$ cat src/rtl/machine_trap_control_if.sv
// Bundle between the core datapath and the machine-mode trap controller.
// The core side is the master: it drives decode/CSR/IRQ state and receives the control strobes.
interface machine_trap_control_if #(
  parameter int NUM_PLAT_IRQ = 4,
  parameter int CAUSE_W      = 5
);
  localparam int PW = (NUM_PLAT_IRQ > 0) ? NUM_PLAT_IRQ : 1;

  logic          illegal_instr_in;
  logic          misaligned_instr_in;
  logic          misaligned_load_in;
  logic          misaligned_store_in;
  logic [4:0]    opcode_6_to_2_in;
  logic [2:0]    funct3_in;
  logic [6:0]    funct7_in;
  logic [4:0]    rs1_adder_in;
  logic [4:0]    rs2_adder_in;
  logic [4:0]    rd_adder_in;
  logic          mie_in;
  logic          meie_in;
  logic          msie_in;
  logic          mtie_in;
  logic          meip_in;
  logic          msip_in;
  logic          mtip_in;
  logic          eirq_in;
  logic          sirq_in;
  logic          tirq_in;
  logic [PW-1:0] plat_irq_in;
  logic [PW-1:0] plat_irq_en_in;

  logic [1:0]         pc_src_out;
  logic               flush_out;
  logic               instruct_inc_out;
  logic               set_epc_out;
  logic               set_cause_out;
  logic               mie_clear_out;
  logic               mie_set_out;
  logic               trap_taken_out;
  logic               i_or_e_out;
  logic [CAUSE_W-1:0] cause_out;
  logic               misaligned_exception_out;

  modport master (
    output illegal_instr_in, misaligned_instr_in, misaligned_load_in, misaligned_store_in,
    output opcode_6_to_2_in, funct3_in, funct7_in, rs1_adder_in, rs2_adder_in, rd_adder_in,
    output mie_in, meie_in, msie_in, mtie_in, meip_in, msip_in, mtip_in,
    output eirq_in, sirq_in, tirq_in, plat_irq_in, plat_irq_en_in,
    input  pc_src_out, flush_out, instruct_inc_out, set_epc_out, set_cause_out,
    input  mie_clear_out, mie_set_out, trap_taken_out, i_or_e_out, cause_out,
    input  misaligned_exception_out
  );

  modport slave (
    input  illegal_instr_in, misaligned_instr_in, misaligned_load_in, misaligned_store_in,
    input  opcode_6_to_2_in, funct3_in, funct7_in, rs1_adder_in, rs2_adder_in, rd_adder_in,
    input  mie_in, meie_in, msie_in, mtie_in, meip_in, msip_in, mtip_in,
    input  eirq_in, sirq_in, tirq_in, plat_irq_in, plat_irq_en_in,
    output pc_src_out, flush_out, instruct_inc_out, set_epc_out, set_cause_out,
    output mie_clear_out, mie_set_out, trap_taken_out, i_or_e_out, cause_out,
    output misaligned_exception_out
  );
endinterface

$ cat src/rtl/machine_trap_control.sv
// Machine-mode trap controller: boot hold, trap entry/return sequencing and
// prioritised mcause encoding, with all control outputs registered.
module machine_trap_control #(
  parameter int NUM_PLAT_IRQ = 4,
  parameter int CAUSE_W      = 5,
  parameter int BOOT_HOLD    = 2
) (
  input  logic                  clk_in,
  input  logic                  rst_n_in,
  machine_trap_control_if.slave bus
);

  localparam int PW     = (NUM_PLAT_IRQ > 0) ? NUM_PLAT_IRQ : 1;
  localparam int HOLD_W = (BOOT_HOLD > 1) ? $clog2(BOOT_HOLD + 1) : 1;

  typedef enum logic [1:0] {
    RESET       = 2'd0,
    OPERATING   = 2'd1,
    TRAP_TAKEN  = 2'd2,
    TRAP_RETURN = 2'd3
  } state_t;

  state_t              state_q, state_d;
  logic [HOLD_W-1:0]   holdCnt_q, holdCnt_d;
  logic [CAUSE_W-1:0]  cause_q, cause_d;
  logic                iOrE_q, iOrE_d;
  logic                misaligned_q;
  logic [1:0]          pcSrc_q;
  logic                flush_q, instructInc_q, setEpc_q, setCause_q;
  logic                mieClear_q, mieSet_q, trapTaken_q;

  logic          sysBase, isEcall, isEbreak, isMret;
  logic          eip, sip, tip, irq, exc, trap;
  logic [PW-1:0] pip;

  assign sysBase  = (bus.opcode_6_to_2_in == 5'b11100) && (bus.rs1_adder_in == 5'd0) &&
                    (bus.rd_adder_in == 5'd0) && (bus.funct3_in == 3'd0);
  assign isEcall  = sysBase && (bus.rs2_adder_in == 5'd0) && (bus.funct7_in == 7'd0);
  assign isEbreak = sysBase && (bus.rs2_adder_in == 5'd1) && (bus.funct7_in == 7'd0);
  assign isMret   = sysBase && (bus.rs2_adder_in == 5'd2) && (bus.funct7_in == 7'b0011000);

  assign eip = bus.meie_in & (bus.eirq_in | bus.meip_in);
  assign sip = bus.msie_in & (bus.sirq_in | bus.msip_in);
  assign tip = bus.mtie_in & (bus.tirq_in | bus.mtip_in);
  assign pip = (NUM_PLAT_IRQ > 0) ? (bus.plat_irq_in & bus.plat_irq_en_in) : '0;
  assign irq = bus.mie_in & (eip | sip | tip | (|pip));
  assign exc = bus.illegal_instr_in | bus.misaligned_instr_in | bus.misaligned_load_in |
               bus.misaligned_store_in | isEcall | isEbreak;
  assign trap = irq | exc;

  // Interrupts outrank exceptions; platform lines scanned downward so the lowest index wins.
  always_comb begin
    cause_d = '0;
    iOrE_d  = 1'b0;
    if (irq) begin
      iOrE_d = 1'b1;
      if (eip)      cause_d = CAUSE_W'(11);
      else if (sip) cause_d = CAUSE_W'(3);
      else if (tip) cause_d = CAUSE_W'(7);
      else begin
        for (int i = NUM_PLAT_IRQ - 1; i >= 0; i--) begin
          if (pip[i]) cause_d = CAUSE_W'(16 + i);
        end
      end
    end else if (bus.illegal_instr_in)    cause_d = CAUSE_W'(2);
    else if (bus.misaligned_instr_in)     cause_d = CAUSE_W'(0);
    else if (isEcall)                     cause_d = CAUSE_W'(11);
    else if (isEbreak)                    cause_d = CAUSE_W'(3);
    else if (bus.misaligned_store_in)     cause_d = CAUSE_W'(6);
    else if (bus.misaligned_load_in)      cause_d = CAUSE_W'(4);
  end

  always_comb begin
    state_d   = state_q;
    holdCnt_d = holdCnt_q;
    case (state_q)
      RESET: begin
        if (holdCnt_q == HOLD_W'(BOOT_HOLD - 1)) state_d = OPERATING;
        else holdCnt_d = holdCnt_q + HOLD_W'(1);
      end
      OPERATING: begin
        if (trap)        state_d = TRAP_TAKEN;
        else if (isMret) state_d = TRAP_RETURN;
      end
      TRAP_TAKEN:  state_d = OPERATING;
      TRAP_RETURN: state_d = OPERATING;
      default:     state_d = RESET;
    endcase
  end

  // Outputs are decoded from the next state so they change on the same edge as the state.
  always_ff @(posedge clk_in or negedge rst_n_in) begin
    if (!rst_n_in) begin
      state_q       <= RESET;
      holdCnt_q     <= '0;
      cause_q       <= '0;
      iOrE_q        <= 1'b0;
      misaligned_q  <= 1'b0;
      pcSrc_q       <= 2'b00;
      flush_q       <= 1'b1;
      instructInc_q <= 1'b0;
      setEpc_q      <= 1'b0;
      setCause_q    <= 1'b0;
      mieClear_q    <= 1'b0;
      mieSet_q      <= 1'b0;
      trapTaken_q   <= 1'b0;
    end else begin
      state_q      <= state_d;
      holdCnt_q    <= holdCnt_d;
      misaligned_q <= bus.misaligned_instr_in | bus.misaligned_load_in | bus.misaligned_store_in;
      if (state_d == TRAP_TAKEN) begin
        cause_q <= cause_d;
        iOrE_q  <= iOrE_d;
      end
      pcSrc_q       <= 2'(state_d);
      flush_q       <= (state_d != OPERATING);
      instructInc_q <= (state_d == OPERATING);
      setEpc_q      <= (state_d == TRAP_TAKEN);
      setCause_q    <= (state_d == TRAP_TAKEN);
      mieClear_q    <= (state_d == TRAP_TAKEN);
      trapTaken_q   <= (state_d == TRAP_TAKEN);
      mieSet_q      <= (state_d == TRAP_RETURN);
    end
  end

  assign bus.pc_src_out               = pcSrc_q;
  assign bus.flush_out                = flush_q;
  assign bus.instruct_inc_out         = instructInc_q;
  assign bus.set_epc_out              = setEpc_q;
  assign bus.set_cause_out            = setCause_q;
  assign bus.mie_clear_out            = mieClear_q;
  assign bus.mie_set_out              = mieSet_q;
  assign bus.trap_taken_out           = trapTaken_q;
  assign bus.i_or_e_out               = iOrE_q;
  assign bus.cause_out                = cause_q;
  assign bus.misaligned_exception_out = misaligned_q;

endmodule

$ cat src/flat_wrapper.sv
// flat-port wrapper written by rule: the top's interface ports become plain ports
module machine_trap_control_flat 
#(
  parameter int NUM_PLAT_IRQ = 4,
  parameter int CAUSE_W      = 5,
  parameter int BOOT_HOLD    = 2
)
  (clk_in, rst_n_in, bus_illegal_instr_in, bus_misaligned_instr_in, bus_misaligned_load_in, bus_misaligned_store_in, bus_opcode_6_to_2_in, bus_funct3_in, bus_funct7_in, bus_rs1_adder_in, bus_rs2_adder_in, bus_rd_adder_in, bus_mie_in, bus_meie_in, bus_msie_in, bus_mtie_in, bus_meip_in, bus_msip_in, bus_mtip_in, bus_eirq_in, bus_sirq_in, bus_tirq_in, bus_plat_irq_in, bus_plat_irq_en_in, bus_pc_src_out, bus_flush_out, bus_instruct_inc_out, bus_set_epc_out, bus_set_cause_out, bus_mie_clear_out, bus_mie_set_out, bus_trap_taken_out, bus_i_or_e_out, bus_cause_out, bus_misaligned_exception_out);
  machine_trap_control_if #(.NUM_PLAT_IRQ(NUM_PLAT_IRQ), .CAUSE_W(CAUSE_W)) bus_i ();
  input  logic clk_in;
  input  logic rst_n_in;
  input wire logic [$bits(bus_i.illegal_instr_in)-1:0] bus_illegal_instr_in;
  input wire logic [$bits(bus_i.misaligned_instr_in)-1:0] bus_misaligned_instr_in;
  input wire logic [$bits(bus_i.misaligned_load_in)-1:0] bus_misaligned_load_in;
  input wire logic [$bits(bus_i.misaligned_store_in)-1:0] bus_misaligned_store_in;
  input wire logic [$bits(bus_i.opcode_6_to_2_in)-1:0] bus_opcode_6_to_2_in;
  input wire logic [$bits(bus_i.funct3_in)-1:0] bus_funct3_in;
  input wire logic [$bits(bus_i.funct7_in)-1:0] bus_funct7_in;
  input wire logic [$bits(bus_i.rs1_adder_in)-1:0] bus_rs1_adder_in;
  input wire logic [$bits(bus_i.rs2_adder_in)-1:0] bus_rs2_adder_in;
  input wire logic [$bits(bus_i.rd_adder_in)-1:0] bus_rd_adder_in;
  input wire logic [$bits(bus_i.mie_in)-1:0] bus_mie_in;
  input wire logic [$bits(bus_i.meie_in)-1:0] bus_meie_in;
  input wire logic [$bits(bus_i.msie_in)-1:0] bus_msie_in;
  input wire logic [$bits(bus_i.mtie_in)-1:0] bus_mtie_in;
  input wire logic [$bits(bus_i.meip_in)-1:0] bus_meip_in;
  input wire logic [$bits(bus_i.msip_in)-1:0] bus_msip_in;
  input wire logic [$bits(bus_i.mtip_in)-1:0] bus_mtip_in;
  input wire logic [$bits(bus_i.eirq_in)-1:0] bus_eirq_in;
  input wire logic [$bits(bus_i.sirq_in)-1:0] bus_sirq_in;
  input wire logic [$bits(bus_i.tirq_in)-1:0] bus_tirq_in;
  input wire logic [$bits(bus_i.plat_irq_in)-1:0] bus_plat_irq_in;
  input wire logic [$bits(bus_i.plat_irq_en_in)-1:0] bus_plat_irq_en_in;
  output wire logic [$bits(bus_i.pc_src_out)-1:0] bus_pc_src_out;
  output wire logic [$bits(bus_i.flush_out)-1:0] bus_flush_out;
  output wire logic [$bits(bus_i.instruct_inc_out)-1:0] bus_instruct_inc_out;
  output wire logic [$bits(bus_i.set_epc_out)-1:0] bus_set_epc_out;
  output wire logic [$bits(bus_i.set_cause_out)-1:0] bus_set_cause_out;
  output wire logic [$bits(bus_i.mie_clear_out)-1:0] bus_mie_clear_out;
  output wire logic [$bits(bus_i.mie_set_out)-1:0] bus_mie_set_out;
  output wire logic [$bits(bus_i.trap_taken_out)-1:0] bus_trap_taken_out;
  output wire logic [$bits(bus_i.i_or_e_out)-1:0] bus_i_or_e_out;
  output wire logic [$bits(bus_i.cause_out)-1:0] bus_cause_out;
  output wire logic [$bits(bus_i.misaligned_exception_out)-1:0] bus_misaligned_exception_out;
  assign bus_i.illegal_instr_in = bus_illegal_instr_in;
  assign bus_i.misaligned_instr_in = bus_misaligned_instr_in;
  assign bus_i.misaligned_load_in = bus_misaligned_load_in;
  assign bus_i.misaligned_store_in = bus_misaligned_store_in;
  assign bus_i.opcode_6_to_2_in = bus_opcode_6_to_2_in;
  assign bus_i.funct3_in = bus_funct3_in;
  assign bus_i.funct7_in = bus_funct7_in;
  assign bus_i.rs1_adder_in = bus_rs1_adder_in;
  assign bus_i.rs2_adder_in = bus_rs2_adder_in;
  assign bus_i.rd_adder_in = bus_rd_adder_in;
  assign bus_i.mie_in = bus_mie_in;
  assign bus_i.meie_in = bus_meie_in;
  assign bus_i.msie_in = bus_msie_in;
  assign bus_i.mtie_in = bus_mtie_in;
  assign bus_i.meip_in = bus_meip_in;
  assign bus_i.msip_in = bus_msip_in;
  assign bus_i.mtip_in = bus_mtip_in;
  assign bus_i.eirq_in = bus_eirq_in;
  assign bus_i.sirq_in = bus_sirq_in;
  assign bus_i.tirq_in = bus_tirq_in;
  assign bus_i.plat_irq_in = bus_plat_irq_in;
  assign bus_i.plat_irq_en_in = bus_plat_irq_en_in;
  assign bus_pc_src_out = bus_i.pc_src_out;
  assign bus_flush_out = bus_i.flush_out;
  assign bus_instruct_inc_out = bus_i.instruct_inc_out;
  assign bus_set_epc_out = bus_i.set_epc_out;
  assign bus_set_cause_out = bus_i.set_cause_out;
  assign bus_mie_clear_out = bus_i.mie_clear_out;
  assign bus_mie_set_out = bus_i.mie_set_out;
  assign bus_trap_taken_out = bus_i.trap_taken_out;
  assign bus_i_or_e_out = bus_i.i_or_e_out;
  assign bus_cause_out = bus_i.cause_out;
  assign bus_misaligned_exception_out = bus_i.misaligned_exception_out;
  machine_trap_control #(.NUM_PLAT_IRQ(NUM_PLAT_IRQ), .CAUSE_W(CAUSE_W), .BOOT_HOLD(BOOT_HOLD)) u_core (.clk_in(clk_in), .rst_n_in(rst_n_in), .bus(bus_i));
endmodule
$ cat config.mk
export PLATFORM = sky130hd
export DESIGN_NAME = machine_trap_control_flat
export DESIGN_NICKNAME = d
export VERILOG_FILES = /design/src/rtl/machine_trap_control_if.sv /design/src/rtl/machine_trap_control.sv /design/src/flat_wrapper.sv
export SDC_FILE = /design/constraint.sdc
export NUM_CORES = 1
export LEC_CHECK = 0
export CORE_UTILIZATION = 30
export DETAILED_ROUTE_END_ITERATION = 7
export GPL_TIMING_DRIVEN = 0
export PLACE_DENSITY_LB_ADDON = 0.12
export SETUP_SLACK_MARGIN = 0.3
export SLEW_MARGIN = 0
export SYNTH_ARGS = -nofsm -noshare
export SYNTH_HDL_FRONTEND = slang
export SYNTH_SLANG_ARGS = --single-unit
$ cat constraint.sdc
create_clock -name clk_in -period 1.8 [get_ports clk_in]
set_input_delay 0.18 -clock clk_in [delete_from_list [all_inputs] [get_ports clk_in]]
set_output_delay 0.18 -clock clk_in [all_outputs]
set_load 0.02 [all_outputs]
==> results_dict.tcl <==
set metrics [dict create \
    yosysWarnings 0 \
    seqPwrFrac 0.318 \
    core_um2 2810 \
    power_frac_comb 0.573 \
    syn-instance-count 90 \
    synth_area_leaders "dfrtp_1 (39%), mux2_4 (5.0%), nand2_1 (4.2%), o41ai_4 (3.1%), dfstp_2 (2.9%)" \
    drt-initial-drc-count 31 \
    ys_async_sr_fraction 1.00 \
    ios 70 \
    p_sw_frac 0.362 \
    drc 4 \
    syn-num-nets 145 \
    grt_overflow 0 \
    synthDominantCellAreaShare 0.390 \
    finalCritPeriodShare 0.994 \
    slew_headroom 0.555 \
    finalSetupViolCount 0 \
    p_int_mw 1.07 \
    clock_latency_ns 0.28 \
    seq_area_frac_synth 0.419 \
    synth_top_family_by_area "simple AND/OR/NAND/NOR gates" \
    drt_first_pass_iters 6 \
    cellLeakagePower_nw 0.998 \
    diodes 0 \
    ir_drop_uv 704 \
    grt_usage 0.179 \
    numCtsBuffers 3 \
    finalCriticalPeriod_ns 1.79 \
    fmax_mhz 559 \
    num_vias 1056 \
    fin_cells 211 \
    nets 236 \
    synth_edf_count 0 \
    cts_tree "done" \
    rsz0062_at_grt "yes" \
    via_per_inst 5.00 \
    status "complete, but fails checks" \
    synth-simple-area-share 0.267 \
    required_ns 1.97 \
    placed_area_um2 1630 \
    whs_ns 0.303 \
    die_area_um2 3220 \
    grt_max_degree 16 \
    clock_skew_ns 0.00352 \
    synth_area_um2 898 \
    cp_max_fo 5 \
    ant_nets 0 \
    area_growth_pct 107 \
    final_cell_mix "dlygate4sd2_1 (22), buf_4 (20), clkdlybuf4s50_1 (19)" \
    cts.sinks 15 \
    gp_congestion 0.748 \
    syn_avg_cell_area_um2 9.98 \
    end_kind "flop" \
    port_buffers 69 \
    hold_viol_final 0 \
    clk_pin_slew_ns 0.08 \
    critical_path_class "in2reg" \
    wl_per_cell_um 13.1 \
    final_common_cell "dlygate4sd2_1" \
    fin_ws_ns 0.00991 \
    cts_hold_buf 0 \
    routed_wirelength_um 2760 \
    dp_hpwl_um 2090 \
    synth-xor-area-share 0.00975 \
    antenna_found_initial 0 \
    cts_root_buf "clkbuf_4" \
    cts_max_path_buffers 2 \
    grt_pass1_vias 1111 \
    synthMuxAreaShare 0.0501 \
    critPathArrivalTime_ns 1.96 \
    hp-class "in2async" \
    synth_ff_type "dfrtp_1" \
    maxCapViolations 0 \
    fin_area_um2 1860 \
    synth_compound_area_frac 0.188 \
    synth_fa_ha_area_frac 0.0139 \
    fillCellCount 241 \
    place_ws_ns -0.650 \
    synth_cell_types 35 \
    slew_viol_final 0 \
    die_h_um 56.7 \
    start_util 0.320 \
    startpoint_type "primary input" \
    drive_above_1_share 0.289 \
    p_sw_mw 0.608 \
    p_clk_frac 0.109 \
    grt_pass1_wl_um 4460 \
    rrSetupSlack_ns 0.47 \
    powerDensity_nw_per_um2 903 \
    synth.largest_area_cell "dfrtp_1" \
    placedCellCount 190 \
    die_w_um 56.7 \
    htreeDepth 1 \
    final.setup.tns_ns 0 \
    tightest_slew_ns 0.665 \
    violations "DRC" \
    ys_ff_latch 15 \
    fp-row-count 19 \
]
==> critical path, cell delays in order <==
cell and delay, ns:
buf_6 0.09, or4_4 0.53, or4_4 0.54, a31o_4 0.25, clkinv_4 0.07, mux2_4 0.29
==> metal layers <==
metal / track usage / up-vias / routed length [um]
li1: - / 515 / -
met1: 0.197 / 497 / 1100
met2: 0.335 / 42 / 1460
met3: 0.0576 / 2 / 192
met4: 0.0321 / 0 / 9
met5: 0 / - / 0
==> cell families after synthesis <==
kind of cell,after synthesis
and+or+nand+nor,42
AOI/OAI and AO/OA,20
DFF,15
buffers and inverters,8
muxes,3
xor gates and xnor gates,1
adders and majority gates,1
==> cell usage after synthesis, drive strengths merged, types with 2 or more instances <==
| master | instances |
|---|---|
| dfrtp | 14 |
| nand2 | 10 |
| nor2 | 7 |
| o21ai | 6 |
| nor4 | 5 |
| inv | 4 |
| nand3 | 4 |
| or3 | 4 |
| a21oi | 3 |
| buf | 3 |
| mux2 | 3 |
| nor3 | 3 |
| a22oi | 2 |
| a31o | 2 |
| and3 | 2 |
| or4 | 2 |
==> what timing repair did <==
item	4_1_cts	5_1_grt
buffers inserted	9	8
setup endpoints to repair	17	14
pin swaps	17	19
gates resized for setup	51	31
==> power groups by stage <==
stage	Sequential (mW)	Clock [mW]	Combinational, mW
after floorplan	0.646	0	0.340
after global placement	0.538	0	0.831
after detailed placement	0.543	0	0.843
after CTS	0.536	0.195	0.910
after global routing	0.549	0.208	1.04
final	0.534	0.184	0.964
==> final cells by class <==
class / instances / area, um^2 / area share
inverters: 5 / 23.8 / 0.0128
well taps: 31 / 38.8 / 0.0208
clock buffers: 4 / 26.3 / 0.0141
flip-flops and latches: 15 / 377 / 0.202
repair buffers: 86 / 828 / 0.445
multi-input cells: 67 / 547 / 0.293
plain buffers: 3 / 22.5 / 0.0121
==> final timing paths <==
check,from,end,cells after the start
worst min-delay path,rst_n_in,u_core.bus.misaligned_exception_out$_DFF_PN0_,1
worst max-delay path,bus_funct3_in[0],u_core.bus.cause_out[3]$_DFFE_PN0N_,6
min in group clk_in,bus_funct3_in[2],u_core.bus.mie_set_out$_DFF_PN0_,6
worst max register to register,u_core.holdCnt_q[0]$_DFFE_PN0P_,u_core.bus.instruct_inc_out$_DFF_PN0_,3
worst min register to register,u_core.bus.i_or_e_out$_DFFE_PN0N_,u_core.bus.i_or_e_out$_DFFE_PN0N_,1
max in group asynchronous,rst_n_in,u_core.bus.cause_out[2]$_DFFE_PN0N_,1
==> metrics by stage <==
step / power (mW) / utilization
after global routing: 1.79 / 0.664
after detailed placement: 1.39 / 0.580
after floorplan: 0.986 / -
after global placement: 1.37 / 0.580
after CTS: 1.64 / 0.615
final: 1.68 / 0.664
==> state kept, by name (all words and copies together), names as in the netlist <==
signal                               cells
u_core.state_q                           2
u_core.bus.i_or_e_out                    1
u_core.bus.instruct_inc_out              1
u_core.bus.mie_set_out                   1
u_core.holdCnt_q                         2
u_core.bus.flush_out                     1
u_core.bus.misaligned_exception_out      1
u_core.bus.set_epc_out                   1
u_core.bus.cause_out                     5
No activity file was read; power rests on OpenSTA's default activity.
